<file path="src/rtl/reg_file_ser_pkg.sv">
// Shared types for the serial register-file master.
// Contents:
//   ADDR_WIDTH_DEF / DATA_WIDTH_DEF : default address / data widths
//   state_e                         : serialiser state encoding
//   op_e                            : request operation encoding
//   req_t                           : latched request {op, addr, wdata, id}
//   cnt_width()                     : bit-counter width for the serial phases
// req_t is sized by the package defaults, so the top-level widths are tied to
// these values; changing a width means changing it here.
package reg_file_ser_pkg;

  localparam int unsigned ADDR_WIDTH_DEF = 8;
  localparam int unsigned DATA_WIDTH_DEF = 8;

  typedef enum logic [2:0] {
    ST_IDLE  = 3'd0,
    ST_START = 3'd1,
    ST_ADDR  = 3'd2,
    ST_WDATA = 3'd3,
    ST_GAP   = 3'd4,
    ST_RDATA = 3'd5
  } state_e;

  typedef enum logic {
    OP_READ  = 1'b0,
    OP_WRITE = 1'b1
  } op_e;

  typedef struct packed {
    op_e                       op;
    logic [ADDR_WIDTH_DEF-1:0] addr;
    logic [DATA_WIDTH_DEF-1:0] wdata;
    logic                      id;
  } req_t;

  // Counter must hold the index of the MSB of the longer serial phase.
  function automatic int unsigned cnt_width(input int unsigned a, input int unsigned b);
    int unsigned m;
    m = (a > b) ? a : b;
    return (m <= 32'd2) ? 32'd1 : $clog2(m);
  endfunction

endpackage

</file>
<file path="src/rtl/rr_arb2.sv">
// Two-way round-robin arbiter.
// Ports:
//   clk_i   : clock
//   rst_i   : synchronous active-high reset (pointer favours requester 0)
//   en_i    : arbitration window open this cycle
//   valid_i : request valid per requester
//   gnt_o   : one-hot grant (combinational); a grant is an accept
module rr_arb2 (
  input  logic       clk_i,
  input  logic       rst_i,
  input  logic       en_i,
  input  logic [1:0] valid_i,
  output logic [1:0] gnt_o
);

  // last_q holds the index of the most recently granted requester.
  logic last_q, last_d;

  // Grant selection and pointer update.
  always_comb begin
    gnt_o  = 2'b00;
    last_d = last_q;
    if (en_i) begin
      if (valid_i == 2'b11) begin
        gnt_o = last_q ? 2'b01 : 2'b10;
      end else begin
        gnt_o = valid_i;
      end
    end else begin
      gnt_o = 2'b00;
    end
    if (gnt_o != 2'b00) begin
      last_d = gnt_o[1];
    end else begin
      last_d = last_q;
    end
  end

  // Pointer register; reset value makes requester 0 win the first tie.
  always_ff @(posedge clk_i) begin
    if (rst_i) begin
      last_q <= 1'b1;
    end else begin
      last_q <= last_d;
    end
  end

endmodule

</file>
<file path="src/rtl/reg_file_ser_master.sv">
// Two-port arbitrating master for the serial register-file interface.
// Accepts parallel read/write requests from two requesters, serialises each
// one (EN pulse, address MSB first, then write data or gap + read data) and
// returns a one-cycle response to the originating requester.
// Ports:
//   CLK, RST                 : clock, synchronous active-high reset
//   REQn_VALID/READY         : request handshake (READY combinational)
//   REQn_WRITE/ADDR/WDATA    : request payload
//   RSPn_VALID/RDATA         : completion pulse, read data (0 for writes)
//   WR_EN/RD_EN/DIN          : serial start pulses and serial address/data out
//   DOUT                     : serial read data in
//   BUSY                     : transaction in progress or pending
module reg_file_ser_master
  import reg_file_ser_pkg::*;
#(
  parameter int unsigned ADDR_WIDTH = ADDR_WIDTH_DEF,
  parameter int unsigned DATA_WIDTH = DATA_WIDTH_DEF
) (
  input  logic                  CLK,
  input  logic                  RST,
  input  logic                  REQ0_VALID,
  output logic                  REQ0_READY,
  input  logic                  REQ0_WRITE,
  input  logic [ADDR_WIDTH-1:0] REQ0_ADDR,
  input  logic [DATA_WIDTH-1:0] REQ0_WDATA,
  output logic                  RSP0_VALID,
  output logic [DATA_WIDTH-1:0] RSP0_RDATA,
  input  logic                  REQ1_VALID,
  output logic                  REQ1_READY,
  input  logic                  REQ1_WRITE,
  input  logic [ADDR_WIDTH-1:0] REQ1_ADDR,
  input  logic [DATA_WIDTH-1:0] REQ1_WDATA,
  output logic                  RSP1_VALID,
  output logic [DATA_WIDTH-1:0] RSP1_RDATA,
  output logic                  WR_EN,
  output logic                  RD_EN,
  output logic                  DIN,
  input  logic                  DOUT,
  output logic                  BUSY
);

  localparam int unsigned    CW        = cnt_width(ADDR_WIDTH, DATA_WIDTH);
  localparam logic [CW-1:0] ADDR_LAST = CW'(ADDR_WIDTH - 1);
  localparam logic [CW-1:0] DATA_LAST = CW'(DATA_WIDTH - 1);

  state_e                state_q, state_d;
  logic [CW-1:0]         cnt_q, cnt_d;
  req_t                  cur_q, cur_d;
  req_t                  pend_q, pend_d;
  logic                  pend_vld_q, pend_vld_d;
  logic [DATA_WIDTH-1:0] shreg_q, shreg_d;
  logic                  rsp0_valid_q, rsp0_valid_d;
  logic                  rsp1_valid_q, rsp1_valid_d;
  logic [DATA_WIDTH-1:0] rsp0_rdata_q, rsp0_rdata_d;
  logic [DATA_WIDTH-1:0] rsp1_rdata_q, rsp1_rdata_d;

  logic                  wr_en, rd_en, din;
  logic                  in_data, penult, arb_en, arb_accept, finish;
  logic [1:0]            gnt;
  logic [DATA_WIDTH-1:0] fin_rdata;
  req_t                  acc_req;

  // Requests are taken when idle, or into the pending slot during the
  // penultimate data bit so the next op can start with the final bit.
  assign in_data    = (state_q == ST_WDATA) || (state_q == ST_RDATA);
  assign penult     = in_data && (cnt_q == CW'(1)) && !pend_vld_q;
  assign arb_en     = !RST && ((state_q == ST_IDLE) || penult);
  assign arb_accept = gnt[0] || gnt[1];

  rr_arb2 u_arb (
    .clk_i   (CLK),
    .rst_i   (RST),
    .en_i    (arb_en),
    .valid_i ({REQ1_VALID, REQ0_VALID}),
    .gnt_o   (gnt)
  );

  assign REQ0_READY = gnt[0];
  assign REQ1_READY = gnt[1];

  // Payload of the granted requester.
  always_comb begin
    acc_req.id = gnt[1];
    if (gnt[1]) begin
      acc_req.op    = REQ1_WRITE ? OP_WRITE : OP_READ;
      acc_req.addr  = REQ1_ADDR;
      acc_req.wdata = REQ1_WDATA;
    end else begin
      acc_req.op    = REQ0_WRITE ? OP_WRITE : OP_READ;
      acc_req.addr  = REQ0_ADDR;
      acc_req.wdata = REQ0_WDATA;
    end
  end

  // Next-state, serial outputs and response generation.
  always_comb begin
    state_d      = state_q;
    cnt_d        = cnt_q;
    cur_d        = cur_q;
    pend_d       = pend_q;
    pend_vld_d   = pend_vld_q;
    shreg_d      = shreg_q;
    rsp0_valid_d = 1'b0;
    rsp1_valid_d = 1'b0;
    rsp0_rdata_d = rsp0_rdata_q;
    rsp1_rdata_d = rsp1_rdata_q;
    wr_en        = 1'b0;
    rd_en        = 1'b0;
    din          = 1'b0;
    finish       = 1'b0;
    fin_rdata    = '0;

    case (state_q)
      ST_IDLE: begin
        if (arb_accept) begin
          cur_d   = acc_req;
          state_d = ST_START;
        end else begin
          state_d = ST_IDLE;
        end
      end
      ST_START: begin
        wr_en   = (cur_q.op == OP_WRITE);
        rd_en   = (cur_q.op == OP_READ);
        state_d = ST_ADDR;
        cnt_d   = ADDR_LAST;
      end
      ST_ADDR: begin
        din = cur_q.addr[cnt_q];
        if (cnt_q == CW'(0)) begin
          state_d = (cur_q.op == OP_WRITE) ? ST_WDATA : ST_GAP;
          cnt_d   = DATA_LAST;
        end else begin
          cnt_d = cnt_q - CW'(1);
        end
      end
      ST_WDATA: begin
        din = cur_q.wdata[cnt_q];
        if (cnt_q == CW'(0)) begin
          finish = 1'b1;
        end else begin
          cnt_d = cnt_q - CW'(1);
        end
      end
      ST_GAP: begin
        state_d = ST_RDATA;
        cnt_d   = DATA_LAST;
      end
      ST_RDATA: begin
        // DOUT carries the bit for this cycle; capture it at the closing edge.
        shreg_d = {shreg_q[DATA_WIDTH-2:0], DOUT};
        if (cnt_q == CW'(0)) begin
          finish    = 1'b1;
          fin_rdata = shreg_d;
        end else begin
          cnt_d = cnt_q - CW'(1);
        end
      end
      default: begin
        state_d = ST_IDLE;
      end
    endcase

    if (finish) begin
      if (cur_q.id) begin
        rsp1_valid_d = 1'b1;
        rsp1_rdata_d = fin_rdata;
      end else begin
        rsp0_valid_d = 1'b1;
        rsp0_rdata_d = fin_rdata;
      end
      // Pending op starts alongside the final bit and skips START.
      if (pend_vld_q) begin
        wr_en      = (pend_q.op == OP_WRITE);
        rd_en      = (pend_q.op == OP_READ);
        cur_d      = pend_q;
        pend_vld_d = 1'b0;
        state_d    = ST_ADDR;
        cnt_d      = ADDR_LAST;
      end else begin
        state_d = ST_IDLE;
      end
    end else begin
      finish = 1'b0;
    end

    if (arb_accept && (state_q != ST_IDLE)) begin
      pend_d     = acc_req;
      pend_vld_d = 1'b1;
    end else begin
      pend_d = pend_d;
    end
  end

  // State and datapath registers; reset abandons any transaction silently.
  always_ff @(posedge CLK) begin
    if (RST) begin
      state_q      <= ST_IDLE;
      cnt_q        <= '0;
      cur_q        <= '0;
      pend_q       <= '0;
      pend_vld_q   <= 1'b0;
      shreg_q      <= '0;
      rsp0_valid_q <= 1'b0;
      rsp1_valid_q <= 1'b0;
      rsp0_rdata_q <= '0;
      rsp1_rdata_q <= '0;
    end else begin
      state_q      <= state_d;
      cnt_q        <= cnt_d;
      cur_q        <= cur_d;
      pend_q       <= pend_d;
      pend_vld_q   <= pend_vld_d;
      shreg_q      <= shreg_d;
      rsp0_valid_q <= rsp0_valid_d;
      rsp1_valid_q <= rsp1_valid_d;
      rsp0_rdata_q <= rsp0_rdata_d;
      rsp1_rdata_q <= rsp1_rdata_d;
    end
  end

  assign WR_EN      = wr_en;
  assign RD_EN      = rd_en;
  assign DIN        = din;
  assign BUSY       = (state_q != ST_IDLE) || pend_vld_q;
  assign RSP0_VALID = rsp0_valid_q;
  assign RSP1_VALID = rsp1_valid_q;
  assign RSP0_RDATA = rsp0_rdata_q;
  assign RSP1_RDATA = rsp1_rdata_q;

endmodule
</file>
<file path="config.mk">
export PLATFORM = sky130hd
export DESIGN_NAME = reg_file_ser_master
export DESIGN_NICKNAME = d
export VERILOG_FILES = /design/src/rtl/reg_file_ser_pkg.sv /design/src/rtl/rr_arb2.sv /design/src/rtl/reg_file_ser_master.sv
export SDC_FILE = /design/constraint.sdc
export NUM_CORES = 1
export LEC_CHECK = 0
export ABC_AREA = 1
export CAP_MARGIN = 20
export CORE_UTILIZATION = 30
export DETAILED_ROUTE_END_ITERATION = 10
export GPL_ROUTABILITY_DRIVEN = 0
export GPL_TIMING_DRIVEN = 0
export HOLD_SLACK_MARGIN = 0.1
export PLACE_DENSITY_LB_ADDON = 0.1
export SKIP_LAST_GASP = 1
export SLEW_MARGIN = 10
export SYNTH_ARGS = -nofsm -noshare
export SYNTH_HDL_FRONTEND = slang
export SYNTH_HIERARCHICAL = 1
export SYNTH_SLANG_ARGS = --single-unit
</file>
<file path="constraint.sdc">
create_clock -name CLK -period 6.9 [get_ports CLK]
set_clock_uncertainty 0.2 [all_clocks]
set_input_delay 0.69 -clock CLK [delete_from_list [all_inputs] [get_ports CLK]]
set_output_delay 0.69 -clock CLK [all_outputs]
set_load 0.005 [all_outputs]
</file>
Word level (Yosys, flattened, before mapping)
Cells that the tools add are included.

Word-level logic and storage cells: 93. Register bits after elaboration: 69. RAM bits: 0. Bits in read-only memories: 0. Bits in latches: 0. Memories: 0.

Add/sub/neg operators: 1. Reduce and logical (&&, ||, !) cells: 21. Multiply operators: 0. Multiplexer cells: 40. $lt $le $gt $ge: 1. Shifts and indexed selects: 0. Bitwise operators: 4. Divide/modulo/power cells: 0. Equality and inequality tests: 9.

Operator list (number): 2-to-1 mux 18 bit (4); 2-to-1 mux 3 bit (7); 2-to-1 mux 1 bit (17); 2-to-1 mux 17 bit (1); 2-to-1 mux 8 bit (2); one-hot mux 3 bit (5 select lines) (1); one-hot mux 3 bit (3 select lines) (1); 2-to-1 mux 2 bit (4); binary-select mux 1 bit (select 3 bit) (2); equality test 3 x 1 -> 1 bit, second input constant (2); equality test 3 x 2 -> 1 bit, second input constant (2); equality test 3 bit, second input constant (2); logical NOT 3 bit (2); AND reduction 2 bit (3); OR reduction 2 bit (3); logical AND 1 bit (4); logical OR 1 bit (4); < comparator 3 x 4 -> 1 bit, second input constant (1); inverter 1 bit (4); nonzero test 2 bit (2); != test 3 bit, second input constant (1); nonzero test 3 bit (1); subtractor 3 x 1 -> 3 bit, second input constant (1); equality test 2 bit, second input constant (1); 3 further kinds (4).

Longest topological paths before layout
Depth in word-level cells: 12. Mapped depth: 18. Mapped depth without buffers: 17.

Cells and area by module
Netlist, hierarchy kept.

Modules (own cells, without submodules): reg_file_ser_master (area each 3477.1 µm², cells an instance 517, instances 1, seq. area each 1361.3 µm²); rr_arb2 (area each 71.3 µm², cells an instance 12, instances 1, seq. area each 20.0 µm²).

Worst setup path after synthesis
No wires, ideal clock.

Path type: flip-flop to flip-flop. From: register state_q[1]. To: register cur_q[0] (netlist bit). Arrival time: 2.144 ns. Required time: 6.577 ns. Setup time: 0.123 ns. Cell stages (with the launch flop): 15. Setup slack: 4.433 ns. Path through: dfxtp_1 -> inv_2 -> nor2_1 -> nand2_2 -> nand2_4 -> nand4_1 -> a21oi_1 -> nand2_1 -> a21oi_1 -> nor2_4 -> inv_1 -> nand3_4 -> buf_2 -> a22oi_1 -> a21oi_1.

Word-level cells in the longest chain between the ends: 12. Elaborated cells between the ends (all ways): 16. Classes of those cells: eq/ne (2); mux (6); reduce/logical (8).

Ends and longest elaborated chain: start, declared (line reg_file_ser_master.sv:46) `state_e state_q, state_d;`; start signal, assigned (line reg_file_ser_master.sv:209) `state_q <= state_d;`; equality test 3 x 2 -> 1 bit / equality test 3 bit (equally long branches) (line reg_file_ser_master.sv:65) `assign in_data = (state_q == ST_WDATA) || (state_q == ST_RDATA);`; logical OR 1 bit (line reg_file_ser_master.sv:65); logical AND 1 bit (2 in a row) (line reg_file_ser_master.sv:66) `assign penult = in_data && (cnt_q == CW'(1)) && !pend_vld_q;`; logical OR 1 bit (*) (line reg_file_ser_master.sv:67) `assign arb_en = !RST && ((state_q == ST_IDLE) || penult);`; logical AND 1 bit (*) (line reg_file_ser_master.sv:67); via arb_en (line reg_file_ser_master.sv:58) `logic in_data, penult, arb_en, arb_accept, finish;`; 2-to-1 mux 2 bit (*) (line rr_arb2.sv:23) `if (en_i) begin`; via REQ0_READY (line reg_file_ser_master.sv:22) `output logic REQ0_READY,`; logical OR 1 bit (*) (line reg_file_ser_master.sv:68) `assign arb_accept = gnt[0] || gnt[1];`; 2-to-1 mux 18 bit (*) (line reg_file_ser_master.sv:115) `if (arb_accept) begin`; 2-to-1 mux 18 bit (*) (line reg_file_ser_master.sv:113) `case (state_q)`; 2-to-1 mux 18 bit (line reg_file_ser_master.sv:173) `if (pend_vld_q) begin`; 2-to-1 mux 18 bit (*) (line reg_file_ser_master.sv:164) `if (finish) begin`; end signal, assigned (line reg_file_ser_master.sv:211) `cur_q <= cur_d;`; end, declared (line reg_file_ser_master.sv:48) `req_t cur_q, cur_d;`.

The timed path passes the listed nets; every way through them passes the cells marked *. A chain may end at the register's enable or synchronous reset.

Worst setup path after layout
From: input port RST. To: output port REQ0_READY.

Word-level cells in the longest chain between the ends: 3.

Ends and longest elaborated chain: start, declared (line reg_file_ser_master.sv:20) `input logic RST,`; logical NOT 1 bit (line reg_file_ser_master.sv:67); logical AND 1 bit (line reg_file_ser_master.sv:67); via arb_en (line reg_file_ser_master.sv:58); 2-to-1 mux 2 bit (line rr_arb2.sv:23); end, declared (line reg_file_ser_master.sv:22).

The timed path passes the listed nets, and every way through them passes these cells.

==> impl_metrics.ini <==
[status]
run_status = completed

[critical_path]
cp-start-kind = input port
r2r_cells = 16
crit_cells = 6
crit_arrival_ns = 2.85
rrSetupSlack_ns = 3.93
crit_family = buffers and inverters
cp.required_ns = 6.01
r2r_end = cur_q[5]$_SDFF_PP0_
slowest_delay_ns = 0.57
reg2reg_from = state_q[1]$_SDFFE_PP0P_
cp-end-kind = output pin
worst_path_max_delay_cell = clkdlybuf4s50_1
path_class = input port to output pin
crit_fanout = 10
path_buf_inv = 3
path_cells = clkdlybuf4s50_1, clkbuf_1, a21oi_1, nand2_1, a21oi_1, clkdlybuf4s50_1

[die]
num_io_pins = 63
initial_utilization = 0.309
die-width_um = 111
row_count = 39
die-area_um2 = 12300
die-height_um = 111
core_um2 = 11500

[timing]
min_period_over_period = 0.542
finalSetupViolCount = 0
period_minus_slack_ns = 3.74
rsz0062_at_grt = no
tightest_slew_ns = 0.575
setup_tns_ns = 0
finalHoldViolations = 0
timing.fmax_mhz = 268
slew_headroom = 0.617
slew_violations = 0

[final_layout]
finalNetCount = 645
fillers = 1186
finalInstanceArea_um2 = 4660
final_cell_count_no_fill = 750
antennaDiodeCount = 0
area_growth_pct = 31.4
final_layout_size_suffix_gt1_frac = 0.102
fin_util = 0.407

[clock_tree]
ctsResizeCount = 0
cts-root-buf = clkbuf_16
cts_hold_buf = 0
htreeDepth = 3
cts_buffers = 9
insertion_delay_ns = 0.33
clk_transition_reported_paths_ns = 0.06
cts_num_sinks = 69
cts_setup_buffers = 0
cts_buffer_depth = 2
cts_tree = yes

[routing]
route.detailed.drc = 0
drt-total-wl_um = 10100
routedWlPerCell_um = 13.4
drt_iter0_drc = 161
final_antenna_net_count = 0
via_count = 3421
drt-pass1-iter-count = 5
routed_via_density = 4.56

[logic_synthesis]
syn-cell-area_um2 = 3550
ys_ff_latch = 69
seq_area_frac_synth = 0.389
synth_area_leaders = dfxtp_1 (39%), nand2_1 (16%), nor2_1 (14%)
synth_top_area_share = 0.389
ys_warn_count = 6
async_flop_share = 0
synth.largest_area_cell = dfxtp_1
synth-edff-count = 0
synth_most_common_cell = nand2_1
synth_nets = 572
post_synth.cell_area_avg_um2 = 6.71
yosysUniqueCellTypes = 29
netlist_top_cells_count = nand2_1 (151), nor2_1 (133), dfxtp_1 (69)
ys.flop_type = dfxtp_1
synthCells = 529

[min_path]
hp-start = pend_q[0]$_SDFFE_PP0P_
holdCritPathClass = flip-flop to flip-flop
hold_path_depth = 2
worstHoldEndpoint = pend_q[0]$_SDFFE_PP0P_

[global_routing]
antenna_found_initial = 0
grt_max_degree = 13
grt_pass1_vias = 3333
grtUsageTotal = 0.173
grt_pass1_wl_um = 16800
grt_remaining_overflow = 0

[run]
drv_cap = 0

[place]
dp_hpwl_um = 7430
placed_cell_area_um2 = 4350
port_buffers = 62
placedCellCount = 734

[power_and_ir_drop]
p_leak_uw = 0.00212
ir_worst_vdd_uv = 140
powerDensity_nw_per_um2 = 361
worst max path at each step:
stage                                 start                  end  slack [ns]
global placement                        RST           REQ0_READY        3.14
floorplan           state_q[1]$_SDFFE_PP0P_  cur_q[0]$_SDFF_PP0_        4.43
finish                                  RST           REQ0_READY        3.16
detailed placement                      RST           REQ0_READY        3.12
global route                            RST           REQ0_READY        3.00
CTS                                     RST           REQ0_READY        3.11
state kept, by name (all words and copies together) (netlist names):
signal,flops
cur_q,18
pend_q,18
RSP0_RDATA,8
RSP1_RDATA,8
shreg_q,7
cnt_q,3
state_q,3
RSP0_VALID,1
RSP1_VALID,1
pend_vld_q,1
u_arb/last_q,1
per-stage QoR:
step                total power (uW)  setup WS [ns]  hold WS (ns)
floorplan                       1000           4.43         0.239
global placement                1200           3.14         0.247
detailed placement              1200           3.12         0.252
CTS                             1700           3.11         0.261
global route                    1810           3.00         0.286
finish                          1690           3.16         0.261
layout make-up:
type	count	area [um^2]	area share
timing repair buffer	62	621	0.133
multi-input combinational	409	1900	0.407
clock inverter	7	90.1	0.0193
inverter	27	101	0.0217
sequential	69	1380	0.296
buffer	24	168	0.0360
tap	143	179	0.0384
clock buffer	9	225	0.0483
cells in the final DEF, fill, tap and decap left out, types with 3 or more instances in the layout:
| master | count |
|---|---|
| nor2_1 | 133 |
| nand4_1 | 4 |
| dfxtp_1 | 69 |
| nand3_4 | 4 |
| nand2_1 | 151 |
| ha_1 | 4 |
| o21ai_1 | 9 |
| inv_1 | 21 |
| a21oi_1 | 16 |
| clkdlybuf4s50_1 | 62 |
| o21ai_0 | 35 |
| buf_6 | 8 |
| nand2_4 | 4 |
| clkbuf_1 | 6 |
| nand2_2 | 5 |
| buf_2 | 8 |
| clkbuf_16 | 9 |
| nand3_1 | 29 |
| clkinv_2 | 3 |
| inv_2 | 4 |
metal layers:
layer	vias up	global-route usage	wire, um
met1	1523	0.238	5060
met5	-	0	0
met2	61	0.272	4510
met3	10	0.0295	388
li1	1827	-	-
met4	0	0.0569	117
worst reg2reg max path: stages, from the launching register on:
cell     delay (ns)
dfxtp_1        0.46
inv_2          0.11
nor2_1         0.16
nand2_2        0.10
nand2_4        0.13
nand4_1        0.11
a21oi_1        0.30
nand2_1        0.12
a21oi_1        0.29
nor2_4         0.10
inv_1          0.14
nand3_4        0.15
buf_2          0.24
nand2_1        0.09
nand3_1        0.07
nand2_1        0.07
nor2_1         0.04
logic make-up (layout without fill, tap and decap cells):
| logic type | after synthesis | count (layout) | share of synthesized area |
|---|---|---|---|
| adder cells (fa/ha/maj) | 4 | 4 | 0.0141 |
| AND/OR/NAND/NOR | 338 | 338 | 0.420 |
| flip-flops | 69 | 69 | 0.389 |
| AO/OA/AOI/OAI | 67 | 67 | 0.101 |
| buffers and inverters | 51 | 129 | 0.0758 |
where the power goes:
| part | leakage [uW] | switching, uW | internal, uW | total [uW] |
|---|---|---|---|---|
| combinational | 0.00141 | 402 | 254 | 656 |
| sequential | 0.000560 | 52.5 | 482 | 534 |
| clock | 0.000151 | 181 | 314 | 495 |
| total | 0.00212 | 635 | 1050 | 1690 |
Note: power is estimated with default switching activity, not from simulation.
